[src/rtl/key_debounce_pulser_if.sv]
// Key conditioner signal bundle: raw key and repeat control in, debounced level and pulses out.
interface key_debounce_pulser_if;
    logic       key_n;
    logic       repeat_en;
    logic       key_level;
    logic       press_pulse;
    logic       release_pulse;
    logic       step_pulse;
    logic [2:0] state_dbg;

    // Drives the raw key and observes the conditioned outputs.
    modport master (
        output key_n,
        output repeat_en,
        input  key_level,
        input  press_pulse,
        input  release_pulse,
        input  step_pulse,
        input  state_dbg
    );

    // The conditioner itself.
    modport slave (
        input  key_n,
        input  repeat_en,
        output key_level,
        output press_pulse,
        output release_pulse,
        output step_pulse,
        output state_dbg
    );
endinterface

[src/rtl/key_debounce_pulser.sv]
// Pushbutton conditioner: synchronises an active-low raw key, debounces press and
// release, and produces one-cycle press/release/step pulses with optional auto-repeat.
module key_debounce_pulser #(
    parameter int unsigned DEBOUNCE_CYCLES = 1000000,
    parameter int unsigned HOLD_CYCLES     = 25000000,
    parameter int unsigned REPEAT_CYCLES   = 5000000,
    parameter int unsigned CNT_WIDTH       = 25
) (
    input logic                  clock,
    input logic                  reset,
    key_debounce_pulser_if.slave kp
);

    typedef enum logic [2:0] {
        IDLE        = 3'd0,
        PRESS_CHK   = 3'd1,
        HELD        = 3'd2,
        REPEAT      = 3'd3,
        RELEASE_CHK = 3'd4
    } state_t;

    localparam logic [CNT_WIDTH-1:0] DB_LAST  = CNT_WIDTH'(DEBOUNCE_CYCLES - 1);
    localparam logic [CNT_WIDTH-1:0] HLD_LAST = CNT_WIDTH'(HOLD_CYCLES - 1);
    localparam logic [CNT_WIDTH-1:0] RPT_LAST = CNT_WIDTH'(REPEAT_CYCLES - 1);
    localparam logic [CNT_WIDTH-1:0] CNT_ONE  = CNT_WIDTH'(1);

    logic [1:0]           sync;
    logic                 key_s;
    state_t               state, state_next;
    logic [CNT_WIDTH-1:0] cnt, cnt_next;
    logic                 level_q, level_next;
    logic                 press_q, press_next;
    logic                 release_q, release_next;
    logic                 step_q, step_next;

    // Two-flop synchroniser for the raw key, preset to the released level.
    always_ff @(posedge clock or negedge reset) begin
        if (!reset) begin
            sync <= 2'b11;
        end else begin
            sync <= {sync[0], kp.key_n};
        end
    end

    assign key_s = ~sync[1];

    // State, shared counter and registered outputs.
    always_ff @(posedge clock or negedge reset) begin
        if (!reset) begin
            state     <= IDLE;
            cnt       <= '0;
            level_q   <= 1'b0;
            press_q   <= 1'b0;
            release_q <= 1'b0;
            step_q    <= 1'b0;
        end else begin
            state     <= state_next;
            cnt       <= cnt_next;
            level_q   <= level_next;
            press_q   <= press_next;
            release_q <= release_next;
            step_q    <= step_next;
        end
    end

    // Next-state, counter and pulse decode; pulses default low so each lasts one cycle.
    always_comb begin
        state_next   = state;
        cnt_next     = cnt;
        level_next   = level_q;
        press_next   = 1'b0;
        release_next = 1'b0;
        step_next    = 1'b0;
        unique case (state)
            IDLE: begin
                if (key_s) begin
                    state_next = PRESS_CHK;
                    cnt_next   = '0;
                end
            end
            PRESS_CHK: begin
                if (!key_s) begin
                    state_next = IDLE;
                    cnt_next   = '0;
                end else if (cnt == DB_LAST) begin
                    state_next = HELD;
                    cnt_next   = '0;
                    level_next = 1'b1;
                    press_next = 1'b1;
                    step_next  = 1'b1;
                end else begin
                    cnt_next = cnt + CNT_ONE;
                end
            end
            HELD: begin
                if (!key_s) begin
                    state_next = RELEASE_CHK;
                    cnt_next   = '0;
                end else if (kp.repeat_en && cnt == HLD_LAST) begin
                    state_next = REPEAT;
                    cnt_next   = '0;
                    step_next  = 1'b1;
                end else if (kp.repeat_en) begin
                    cnt_next = cnt + CNT_ONE;
                end else begin
                    cnt_next = '0;
                end
            end
            REPEAT: begin
                if (!key_s) begin
                    state_next = RELEASE_CHK;
                    cnt_next   = '0;
                end else if (!kp.repeat_en) begin
                    state_next = HELD;
                    cnt_next   = '0;
                end else if (cnt == RPT_LAST) begin
                    cnt_next  = '0;
                    step_next = 1'b1;
                end else begin
                    cnt_next = cnt + CNT_ONE;
                end
            end
            RELEASE_CHK: begin
                // A release bounce returns to HELD, so the hold timer starts over.
                if (key_s) begin
                    state_next = HELD;
                    cnt_next   = '0;
                end else if (cnt == DB_LAST) begin
                    state_next   = IDLE;
                    cnt_next     = '0;
                    level_next   = 1'b0;
                    release_next = 1'b1;
                end else begin
                    cnt_next = cnt + CNT_ONE;
                end
            end
            default: begin
                state_next = IDLE;
                cnt_next   = '0;
            end
        endcase
    end

    assign kp.key_level     = level_q;
    assign kp.press_pulse   = press_q;
    assign kp.release_pulse = release_q;
    assign kp.step_pulse    = step_q;
    assign kp.state_dbg     = state;

endmodule

[src/flat_wrapper.sv]
// flat-port wrapper written by rule: the top's interface ports become plain ports
module key_debounce_pulser_flat 
#(
    parameter int unsigned DEBOUNCE_CYCLES = 1000000,
    parameter int unsigned HOLD_CYCLES     = 25000000,
    parameter int unsigned REPEAT_CYCLES   = 5000000,
    parameter int unsigned CNT_WIDTH       = 25
)
  (clock, reset, kp_key_n, kp_repeat_en, kp_key_level, kp_press_pulse, kp_release_pulse, kp_step_pulse, kp_state_dbg);
  key_debounce_pulser_if kp_i ();
  input logic clock;
  input logic reset;
  input wire logic [$bits(kp_i.key_n)-1:0] kp_key_n;
  input wire logic [$bits(kp_i.repeat_en)-1:0] kp_repeat_en;
  output wire logic [$bits(kp_i.key_level)-1:0] kp_key_level;
  output wire logic [$bits(kp_i.press_pulse)-1:0] kp_press_pulse;
  output wire logic [$bits(kp_i.release_pulse)-1:0] kp_release_pulse;
  output wire logic [$bits(kp_i.step_pulse)-1:0] kp_step_pulse;
  output wire logic [$bits(kp_i.state_dbg)-1:0] kp_state_dbg;
  assign kp_i.key_n = kp_key_n;
  assign kp_i.repeat_en = kp_repeat_en;
  assign kp_key_level = kp_i.key_level;
  assign kp_press_pulse = kp_i.press_pulse;
  assign kp_release_pulse = kp_i.release_pulse;
  assign kp_step_pulse = kp_i.step_pulse;
  assign kp_state_dbg = kp_i.state_dbg;
  key_debounce_pulser #(.DEBOUNCE_CYCLES(DEBOUNCE_CYCLES), .HOLD_CYCLES(HOLD_CYCLES), .REPEAT_CYCLES(REPEAT_CYCLES), .CNT_WIDTH(CNT_WIDTH)) u_core (.clock(clock), .reset(reset), .kp(kp_i));
endmodule
[config.mk]
export PLATFORM = sky130hd
export DESIGN_NAME = key_debounce_pulser_flat
export DESIGN_NICKNAME = d
export VERILOG_FILES = /design/src/rtl/key_debounce_pulser_if.sv /design/src/rtl/key_debounce_pulser.sv /design/src/flat_wrapper.sv
export SDC_FILE = /design/constraint.sdc
export NUM_CORES = 1
export LEC_CHECK = 0
export ABC_AREA = 1
export BUFFER_PORTS_ARGS = -buffer_cell sky130_fd_sc_hd__buf_2
export CAP_MARGIN = 20
export CORE_ASPECT_RATIO = 1.2
export CORE_MARGIN = 2
export CORE_UTILIZATION = 58
export DETAILED_ROUTE_END_ITERATION = 16
export PLACE_DENSITY = 0.76
export SYNTH_ARGS = -nofsm -noshare
export SYNTH_HDL_FRONTEND = slang
export SYNTH_SLANG_ARGS = --single-unit
[constraint.sdc]
create_clock -name clock -period 2.2 [get_ports clock]
set_clock_uncertainty 0.05 [all_clocks]
set_input_delay 0.44 -clock clock [delete_from_list [all_inputs] [get_ports clock]]
set_output_delay 0.44 -clock clock [all_outputs]
set_load 0.01 [all_outputs]
### After elaboration in Yosys (flattened, before gate mapping)

Cells that the tools add are included.

| storage, ports and cells | value |
|---|---|
| bits in registers | 34 |
| bits of input ports | 4 |
| output and inout bits | 7 |
| logic and storage cells | 66 |

| cells by class | value |
|---|---|
| $add $sub $neg | 1 |
| equal/unequal tests | 16 |
| multiplexer cells | 37 |
| reductions and logical operators | 5 |

Operators by type and width:

| cell | count |
|---|---|
| $mux 25 | 10 |
| $pmux 25 s5 | 1 |
| $mux 3 | 9 |
| $add 25x1->25 const B | 1 |
| $eq 25x20->1 const B | 1 |
| $eq 25x23->1 const B | 1 |
| $eq 25x25->1 const B | 1 |
| $pmux 3 s5 | 1 |
| $mux 1 | 14 |
| $reduce_and 5->1 | 2 |
| $eq 3x2->1 const B | 2 |
| $ne 2x1->1 const B | 3 |
| $ne 3x1->1 const B | 2 |
| $ne 2x2->1 const B | 2 |
| $eq 3x1->1 const B | 1 |
| $eq 3x3->1 const B | 1 |
| $logic_not 3->1 | 1 |
| $ne 3x2->1 const B | 1 |
| $ne 3x3->1 const B | 1 |
| $pmux 1 s3 | 1 |
| $pmux 1 s2 | 1 |
| $reduce_bool 2->1 | 1 |
| $logic_and 1x1->1 | 1 |

### Logic depth before layout (Yosys ltp)

Gate-level depths: netlist of run 1.

| logic depth | value |
|---|---|
| word-level depth | 5 |
| gate-level depth with buffers | 11 |
| mapped depth without buffers | 11 |

### Least setup slack after synthesis of run 1

Ideal clock, no wire load.

| path | value |
|---|---|
| path type | reg-to-reg |
| from | register u_core.cnt[0] |
| to | register u_core.cnt[6] |
| setup time | 0.116 ns |
| arrival | 1.461 ns |
| required time | 2.034 ns |
| slack | 0.573 ns |
| cell stages (with the launch flop) | 10 |
| path buffers | 1 |
| clock period less this slack | 1.627 ns |
| cells stage by stage | dfrtp_1 -> ha_1 -> nand3_2 -> nor2_4 -> nand3_1 -> nand3_2 -> nand3_4 -> buf_6 -> nand2_1 -> nand2_1 |

| on the way | value |
|---|---|
| longest elaborated chain between the ends | 5 |
| elaborated cells on any way between the ends | 15 |
| those cells by class | 1 x add/sub; 3 x eq/ne; 10 x mux; 1 x reduce/logical |

RTL lines:

| what | line | RTL |
|---|---|---|
| start, declared | key_debounce_pulser.sv:30 | `logic [CNT_WIDTH-1:0] cnt, cnt_next;` |
| start signal, assigned | key_debounce_pulser.sv:58 | `cnt <= cnt_next;` |
| $add 25x1->25, or another cell as far along | n/a |  |
| $mux 25, or another cell as far along | key_debounce_pulser.sv:116 | `end else if (cnt == RPT_LAST) begin` |
| $mux 25, on equally long branches | key_debounce_pulser.sv:113, key_debounce_pulser.sv:99 |  |
| $mux 25, on equally long branches | key_debounce_pulser.sv:110, key_debounce_pulser.sv:96 |  |
| $pmux 25 s5 * | key_debounce_pulser.sv:74 | `unique case (state)` |

Mark *: on every way between the ends. The rest lies on a longest branch, timed or not.
A chain may end at the register's enable or synchronous reset.

### Worst setup path in the final report of run 1

| path | value |
|---|---|
| from | register u_core.cnt[0] |
| to | register u_core.cnt[3] |

The elaborated chain is that of the path after synthesis.

==> flow_summary.yaml, run 1 <==
sta:
  finalHoldViolations: 0
  tightest_slew_ns: 0.7435
  slew_violations: 0
  finalCriticalPeriod_ns: 1.917
  clock.fmax_ghz: 0.5216
  tns_ns: 0
  grt_setup_unrepaired: "false"
  setup_viol: 0
  finalCritPeriodShare_pct: 87.14
  relSlewSlack_pct: 50.43
run_status:
  outcome: "finished, final reports clean"
detailed_routing:
  wirelength_um: 4881
  wl_per_cell_um: 11.99
  drcViolationCount: 0
  dr.pass1.iters: 4
  routed_via_density: 5.002
  drtIter0Drc: 101
  num_vias: 2036
  postRouteAntennaNets: 0
placed_design:
  gp_congestion: 0.9287
  placed_cell_area_sq_mm: 0.002351
  port_buffers: 10
  dp_hpwl_um: 3670
worst_setup_path:
  crit_path_cell_trace: "ha_1 -> nand3_2 -> nor2_4 -> nand3_1 -> nand3_2 -> nand3_4 -> nand2_1 -> nand2_1"
  rr_worst_depth: 8
  crit_type: "flop to flop"
  ff2ff_setup_slack_ns: 0.28
  reg2reg_to: "u_core.cnt[3]"
  critPathBufInv: 0
  cp_slowest_cell: "dfrtp_1"
  end_kind: "flop"
  reg2reg_from: "u_core.cnt[0]"
  critPathRequiredTime_ns: 2.32
  arrival_ns: 2.04
  cp_slowest_stage_delay_ns: 0.38
  path_max_fanout: 25
  crit_family: "simple AND/OR/NAND/NOR gates"
  critPathLaunchType: "flop"
power_and_ir_drop:
  peakVddDrop_mv: 0.3040
  p_seq_share_pct: 44.8
  switching_share_pct: 34.54
  p_total_mw: 1.572
  p_sw_mw: 0.5428
  power.internal_mw: 1.029
  p_leak_nw: 1.276
  p_per_area_mw_per_mm2: 643.5
  combPwrFrac_pct: 25.3
  pwr-share-clk_pct: 29.9
global_route:
  grt_use_met1_pct: 29.23
  grt_pass1_vias: 1954
  grt-busiest-layer: "met2"
  antenna_found_initial: 0
  grt_pass1_wl_um: 8383
  grtUsageTotal_pct: 25.33
  met3_usage_pct: 5.169
  gr-total-overflow: 0
  grt_max_degree: 35
  use_met2_pct: 44.32
yosys:
  synth_ff_type: "dfrtp_1"
  ys_top_cells_by_area: "dfrtp_1 (35%), nand2_1 (24%), nor2_1 (8.6%), inv_1 (6.5%), xor2_1 (5.8%)"
  synthTopCellsByCount: "nand2_1 (144), nor2_1 (52), inv_1 (39), dfrtp_1 (32), xor2_1 (15)"
  ys_types: 27
  syn_nets: 345
  synthCells: 340
  synth_edf_count: 0
  yosysTopAreaCellShare_pct: 35.44
  yosysWarnings: 0
  yosysMostFrequentCell: "nand2_1"
  syn_area_per_cell_sq_um: 6.646
  seq_area_frac_synth_pct: 37.76
  synth-async-reset-ratio_pct: 100.0
  syn_area_sq_mm: 0.002260
  synth-seq-cells: 34
  synth_top_area_cell: "dfrtp_1"
final_layout:
  fin_area_sq_mm: 0.002442
  syn_to_final_growth_pct: 8.084
  diodes: 0
  register_area_sq_um: 853.3
  multiInputGateArea_sq_mm: 0.001217
  nets: 359
  nFillCells: 360
  final_layout_size_suffix_gt1_share_pct: 9.577
die:
  initial_utilization_pct: 61.18
  core_sq_mm: 0.003694
  placementRows: 24
  die_h_um: 72.38
  io_pins: 11
  die_w_um: 60.98
  die_area_sq_mm: 0.004413
job:
  drv_cap: 0
clocking:
  cts.clk_slew.worst_paths_ns: 0.07
  cts_made_buffers: 5
  root_buffer: "clkbuf_8"
  cts_hold_buf: 0
  clock-sinks: 34
  post_cts_resize_count: 0
  clock_latency_ns: 0.29
  cts_tree: "done"
  h-tree-depth: 2
  clock_path_buffers: 2
  cts_setup_buffers: 0
worst_hold_path:
  holdCritPathClass: "input port to asynchronous set/reset pin"
[sequential cells by signal, indices dropped and copies added (netlist names)]
signal	flops
u_core.kp.state_dbg	3
u_core.sync	2
u_core.kp.step_pulse	1
u_core.kp.press_pulse	1
u_core.cnt	25
u_core.kp.key_level	1
u_core.kp.release_pulse	1
[kinds of logic (layout without fill, tap and decap cells)]
family	count (synthesis)	count (layout)	synth area share, %
simple gates	235	235	44.79
flops	34	34	37.76
fa+ha+maj	1	1	0.5536
compound gates	6	6	1.550
xor+xnor	18	18	6.977
buf+inv	46	61	8.361
[layout make-up]
class | count | area share (%)
clock buffer | 7 | 3.535
clock inverter | 1 | 0.2049
inverter | 42 | 6.455
multi-input combinational | 260 | 49.85
sequential | 34 | 34.94
tap | 52 | 2.664
timing repair buffer | 11 | 2.357
[worst max path at each step]
stage	cells past startpoint	startpoint	end
2_1_floorplan	9	u_core.cnt[0]	u_core.cnt[6]
3_3_place_gp	8	u_core.cnt[1]	u_core.cnt[24]
3_5_place_dp	8	u_core.cnt[0]	u_core.cnt[3]
4_1_cts	8	u_core.cnt[0]	u_core.cnt[24]
5_1_grt	8	u_core.cnt[0]	u_core.cnt[23]
6_report	8	u_core.cnt[0]	u_core.cnt[3]
[through the flow]
step           setup slack (ns)  instances  util (%)  hold slack, ns
2_1_floorplan            0.5727        340         -         0.09441
3_3_place_gp             0.3602        399     63.65          0.3001
3_5_place_dp             0.2907        399     63.65          0.2972
4_1_cts                  0.2803        407     66.12          0.1914
5_1_grt                  0.1073        407     66.12          0.1850
6_report                 0.2830        407     66.12          0.1660
[layer usage]
metal	up-vias	share of wire (%)
li1	1062	-
met1	934	42
met2	28	52
met3	12	3.0
met4	0	2.3
met5	-	0
[power by group through the flow]
stage / registers, mW / clock network [mW] / logic (mW)
after floorplan: 0.716 / 0 / 0.313
after global placement: 0.711 / 0 / 0.401
after detailed placement: 0.714 / 0 / 0.402
after CTS: 0.703 / 0.482 / 0.403
after global routing: 0.708 / 0.518 / 0.461
final: 0.704 / 0.470 / 0.398
[worst register-to-register path: cells and delay by family, from the launching register on]
family / cells / cell delay [ns]
fa+ha+maj: 1 / 0.26
flops: 1 / 0.38
simple gates: 7 / 1.11
[cell usage in the layout (no fill, tap or decap), types with 5 or more instances in the layout]
cell type	n
nor3_1	5
inv_1	39
nor2_1	52
nand4_1	9
xor2_1	15
nand3_1	13
dfrtp_1	32
nand2_1	144
buf_2	10
clkbuf_8	6
(Power assumes the default switching activity.)
==> run 2, diff against run 1 <==
--- a/config.mk
+++ b/config.mk
@@ -13,6 +13,7 @@
 export CORE_UTILIZATION = 58
 export DETAILED_ROUTE_END_ITERATION = 16
 export PLACE_DENSITY = 0.76
+export RECOVER_POWER = 100
 export SYNTH_ARGS = -nofsm -noshare
 export SYNTH_HDL_FRONTEND = slang
 export SYNTH_SLANG_ARGS = --single-unit
==> run 2 against run 1 <==
Compared with the run above: total power shrank 0.19%; non-clock buffer count is the same; hold slack lost 0.00070 ns; global-route usage is the same; clock power is essentially flat; setup slack lost 0.038 ns; fmax shrank 1.9%; sequential cell count is the same; largest power group unchanged.
==> flow_summary.yaml, run 2 (synthesis results as in run 1) <==
final_layout:
  syn_to_final_growth_pct: 7.475
  nets: 359
  final_layout_size_suffix_gt1_share_pct: 7.324
  largest_reg_flops: 25
  regMostFlops: "u_core.cnt"
  diodes: 0
  layout_common_cells: "nand2_1 (144), nor2_1 (52), inv_1 (39)"
  fin_area_sq_mm: 0.002429
  instances_no_fill: 407
  layout_commonest_cell: "nand2_1"
worst_hold_path:
  holdCritPathClass: "input port to asynchronous set/reset pin"
placed_design:
  dp_hpwl_um: 3670
  port_buffers: 10
  gp_congestion: 0.9287
  dp_cells: 399
  placed_cell_area_sq_mm: 0.002351
worst_setup_path:
  reg2reg_from: "u_core.cnt[0]"
  arrival_ns: 2.08
  crit_start: "u_core.cnt[0]"
  path_max_fanout: 25
  critPathLaunchType: "flop"
  critPathRequiredTime_ns: 2.33
  end_kind: "flop"
  crit_type: "flop to flop"
detailed_routing:
  wirelength_um: 4912
  drtIter0Drc: 98
  drcViolationCount: 0
  routed_via_density: 5.000
  dr.pass1.iters: 4
  wl_per_cell_um: 12.07
  postRouteAntennaNets: 0
  num_vias: 2035
sta:
  slew_violations: 0
  tightest_slew_ns: 0.7453
  finalCriticalPeriod_ns: 1.955
  finalCritPeriodShare_pct: 88.84
  setup_viol: 0
  grt_setup_unrepaired: "false"
  relSlewSlack_pct: 50.31
  finalHoldViolations: 0
  clock.fmax_ghz: 0.5116
  hold_ws_ns: 0.1653
  tns_ns: 0
clocking:
  cts_hold_buf: 0
  post_cts_resize_count: 0
  clock_latency_ns: 0.29
  cts_made_buffers: 5
  cts.clk_slew.worst_paths_ns: 0.07
  clock_path_buffers: 2
  cts_setup_buffers: 0
  cts_tree: "done"
  h-tree-depth: 2
  clock-sinks: 34
  root_buffer: "clkbuf_8"
die:
  placementRows: 24
  core_sq_mm: 0.003694
  io_pins: 11
  die_h_um: 72.38
  die_w_um: 60.98
  die_area_sq_mm: 0.004413
  initial_utilization_pct: 61.18
power_and_ir_drop:
  p_leak_nw: 1.247
  peakVddDrop_mv: 0.3039
  p_per_area_mw_per_mm2: 645.8
global_route:
  gr-total-overflow: 0
  antenna_found_initial: 0
  grt_pass1_wl_um: 8383
  grtUsageTotal_pct: 25.33
  grt_max_degree: 35
  grt_pass1_vias: 1954
run_status:
  outcome: "finished, final reports clean"
job:
  drv_cap: 0
[run 2: changes by cell type in the layout (fill, tap and decap cells not counted), sizes merged]
cell / previous run / this run
buf: 11 / 4
clkbuf: 7 / 14
[run 2: layout make-up]
cell class	count	area (sq um)
repair buffers	11	48.80
clock inverters	1	5.005
fillers	363	1265
inverters	42	157.7
multi-input cells	260	1212
clock buffers	7	86.33
well taps	52	65.06
flip-flops and latches	34	853.3
[run 2: through the flow]
step / worst slack (ns) / util, % / total power [mW]
global route: 0.06225 / 65.75 / 1.681
detailed placement: 0.2907 / 63.65 / 1.115
CTS: 0.2803 / 66.12 / 1.588
floorplan: 0.5727 / - / 1.028
finish: 0.2454 / 65.75 / 1.568
global placement: 0.3602 / 63.65 / 1.113
[run 2: worst max-delay path: stages, from the launching register on]
cell and delay [ns]:
dfrtp_1 0.38, ha_1 0.26, nand3_2 0.17, nor2_4 0.24
nand3_1 0.13, nand3_1 0.13, nand3_4 0.26, nand2_1 0.15
nand2_1 0.06
[run 2: final timing paths]
check                           cells after the start  slack [ns]              to
worst max-delay path                                8        0.25   u_core.cnt[3]
worst min-delay path                                1        0.17   u_core.cnt[8]
worst max register to register                      8        0.25   u_core.cnt[3]
worst min register to register                      0        0.31  u_core.sync[1]
max in group asynchronous                           1        1.46  u_core.cnt[22]
min in group clock                                  1        0.19  u_core.sync[0]
[run 2: power by group]
part	total [mW]	leakage (nW)	switching, mW	internal (mW)
Combinational	0.393	0.735	0.286	0.107
Clock	0.471	0.0482	0.219	0.252
Sequential	0.704	0.464	0.0407	0.663
[run 2: layer usage]
metal / part of all wire [%] / track usage [%] / up-vias
li1: - / - / 1058
met1: 43 / 29.23 / 933
met2: 52 / 44.32 / 32
met3: 3.0 / 5.169 / 12
met4: 2.3 / 10.63 / 0
met5: 0 / 0 / -
==> run 3, diff against run 2 <==
--- a/config.mk
+++ b/config.mk
@@ -13,7 +13,7 @@
 export CORE_UTILIZATION = 58
 export DETAILED_ROUTE_END_ITERATION = 16
 export PLACE_DENSITY = 0.76
-export RECOVER_POWER = 100
+export RECOVER_POWER = 50
 export SYNTH_ARGS = -nofsm -noshare
 export SYNTH_HDL_FRONTEND = slang
 export SYNTH_SLANG_ARGS = --single-unit
==> run 3 against run 2 <==
Compared with the run above: global-route usage stayed put; critical path depth did not move; via count hardly changed; clock power about the same; sequential cell count unchanged.
==> flow_summary.yaml, run 3 (synthesis results as in run 1) <==
worst_hold_path:
  holdCritPathClass: "input port to asynchronous set/reset pin"
clocking:
  root_buffer: "clkbuf_8"
  h-tree-depth: 2
  clock-sinks: 34
  clock_path_buffers: 2
  cts_tree: "done"
  clock_latency_ns: 0.29
  cts_setup_buffers: 0
  cts.clk_slew.worst_paths_ns: 0.07
  cts_hold_buf: 0
  post_cts_resize_count: 0
  cts_made_buffers: 5
worst_setup_path:
  crit_type: "flop to flop"
  critPathLaunchType: "flop"
  arrival_ns: 2.04
  path_max_fanout: 25
  critPathRequiredTime_ns: 2.32
  end_kind: "flop"
  ff2ff_setup_slack_ns: 0.28
power_and_ir_drop:
  p_per_area_mw_per_mm2: 643.8
  p_leak_nw: 1.272
  peakVddDrop_mv: 0.3040
detailed_routing:
  wl_per_cell_um: 11.99
  routed_via_density: 5.002
  dr.pass1.iters: 4
  num_vias: 2036
  wirelength_um: 4879
  drtIter0Drc: 101
  drcViolationCount: 0
  postRouteAntennaNets: 0
final_layout:
  largest_reg_flops: 25
  layout_commonest_cell: "nand2_1"
  regMostFlops: "u_core.cnt"
  final_layout_size_suffix_gt1_share_pct: 9.296
  instances_no_fill: 407
  layout_common_cells: "nand2_1 (144), nor2_1 (52), inv_1 (39)"
  diodes: 0
  fin_area_sq_mm: 0.002441
  nFillCells: 360
  nets: 359
  syn_to_final_growth_pct: 8.029
placed_design:
  dp_hpwl_um: 3670
  port_buffers: 10
  gp_congestion: 0.9287
  pre_cts_slack_ns: 0.2907
  placed_cell_area_sq_mm: 0.002351
  dp_cells: 399
global_route:
  grt_pass1_vias: 1954
  grtUsageTotal_pct: 25.33
  gr-total-overflow: 0
  antenna_found_initial: 0
  grt_pass1_wl_um: 8383
  grt_max_degree: 35
die:
  placementRows: 24
  initial_utilization_pct: 61.18
  io_pins: 11
  die_w_um: 60.98
  die_area_sq_mm: 0.004413
  core_sq_mm: 0.003694
  die_h_um: 72.38
sta:
  setup_ws_ns: 0.2830
  finalHoldViolations: 0
  grt_setup_unrepaired: "false"
  tightest_slew_ns: 0.7435
  finalCritPeriodShare_pct: 87.14
  setup_viol: 0
  tns_ns: 0
  clock.fmax_ghz: 0.5216
  relSlewSlack_pct: 50.43
  finalCriticalPeriod_ns: 1.917
  hold_ws_ns: 0.1660
  slew_violations: 0
job:
  drv_cap: 0
run_status:
  outcome: "finished, final reports clean"
## run 3: cell count changes in the layout (fill, tap and decap cells not counted)
cell,delta
clkbuf_1,-6
nand3_1,-1
nand3_2,+1
buf_2,+6
## run 3: power by group
| part | total (mW) | switching (mW) | internal (mW) | leakage [nW] |
|---|---|---|---|---|
| logic | 0.398 | 0.285 | 0.113 | 0.759 |
| clock network | 0.470 | 0.218 | 0.252 | 0.0482 |
| registers | 0.704 | 0.0404 | 0.663 | 0.464 |
## run 3: final cells by class
cell class | instances | area [sq um] | area share (%)
Tap cell | 52 | 65.06 | 2.665
Timing Repair Buffer | 11 | 56.30 | 2.307
Clock inverter | 1 | 5.005 | 0.2050
Clock buffer | 7 | 86.33 | 3.537
Inverter | 42 | 157.7 | 6.458
Sequential cell | 34 | 853.3 | 34.96
Multi-Input combinational cell | 260 | 1217 | 49.87
## run 3: path summary, 6_finish.rpt
path,end,cells after the start,start
worst min-delay path,u_core.cnt[8],1,reset
worst max-delay path,u_core.cnt[3],8,u_core.cnt[0]
worst max register to register,u_core.cnt[3],8,u_core.cnt[0]
worst min register to register,u_core.sync[1],0,u_core.sync[0]
min in group clock,u_core.sync[0],1,kp_key_n
max in group asynchronous,u_core.cnt[19],1,reset
## run 3: worst max-delay path: stages, from the launching register on
cell and delay (ns):
dfrtp_1 0.38, ha_1 0.26, nand3_2 0.17, nor2_4 0.24, nand3_1 0.14, nand3_2 0.10, nand3_4 0.24, nand2_1 0.15
nand2_1 0.06
## run 3: layer usage
| metal | global-route usage (%) | up-vias | wire (um) |
|---|---|---|---|
| li1 | - | 1062 | - |
| met4 | 10.63 | 0 | 114 |
| met1 | 29.23 | 934 | 2070 |
| met5 | 0 | - | 0 |
| met2 | 44.32 | 28 | 2548 |
| met3 | 5.169 | 12 | 145 |
## run 3: metrics by stage
| stage | util (%) | power [mW] |
|---|---|---|
| 2_1_floorplan | - | 1.028 |
| 3_5_place_dp | 63.65 | 1.115 |
| 4_1_cts | 66.12 | 1.588 |
| 5_1_grt | 66.09 | 1.687 |
| 6_report | 66.09 | 1.572 |
| 3_3_place_gp | 63.65 | 1.113 |
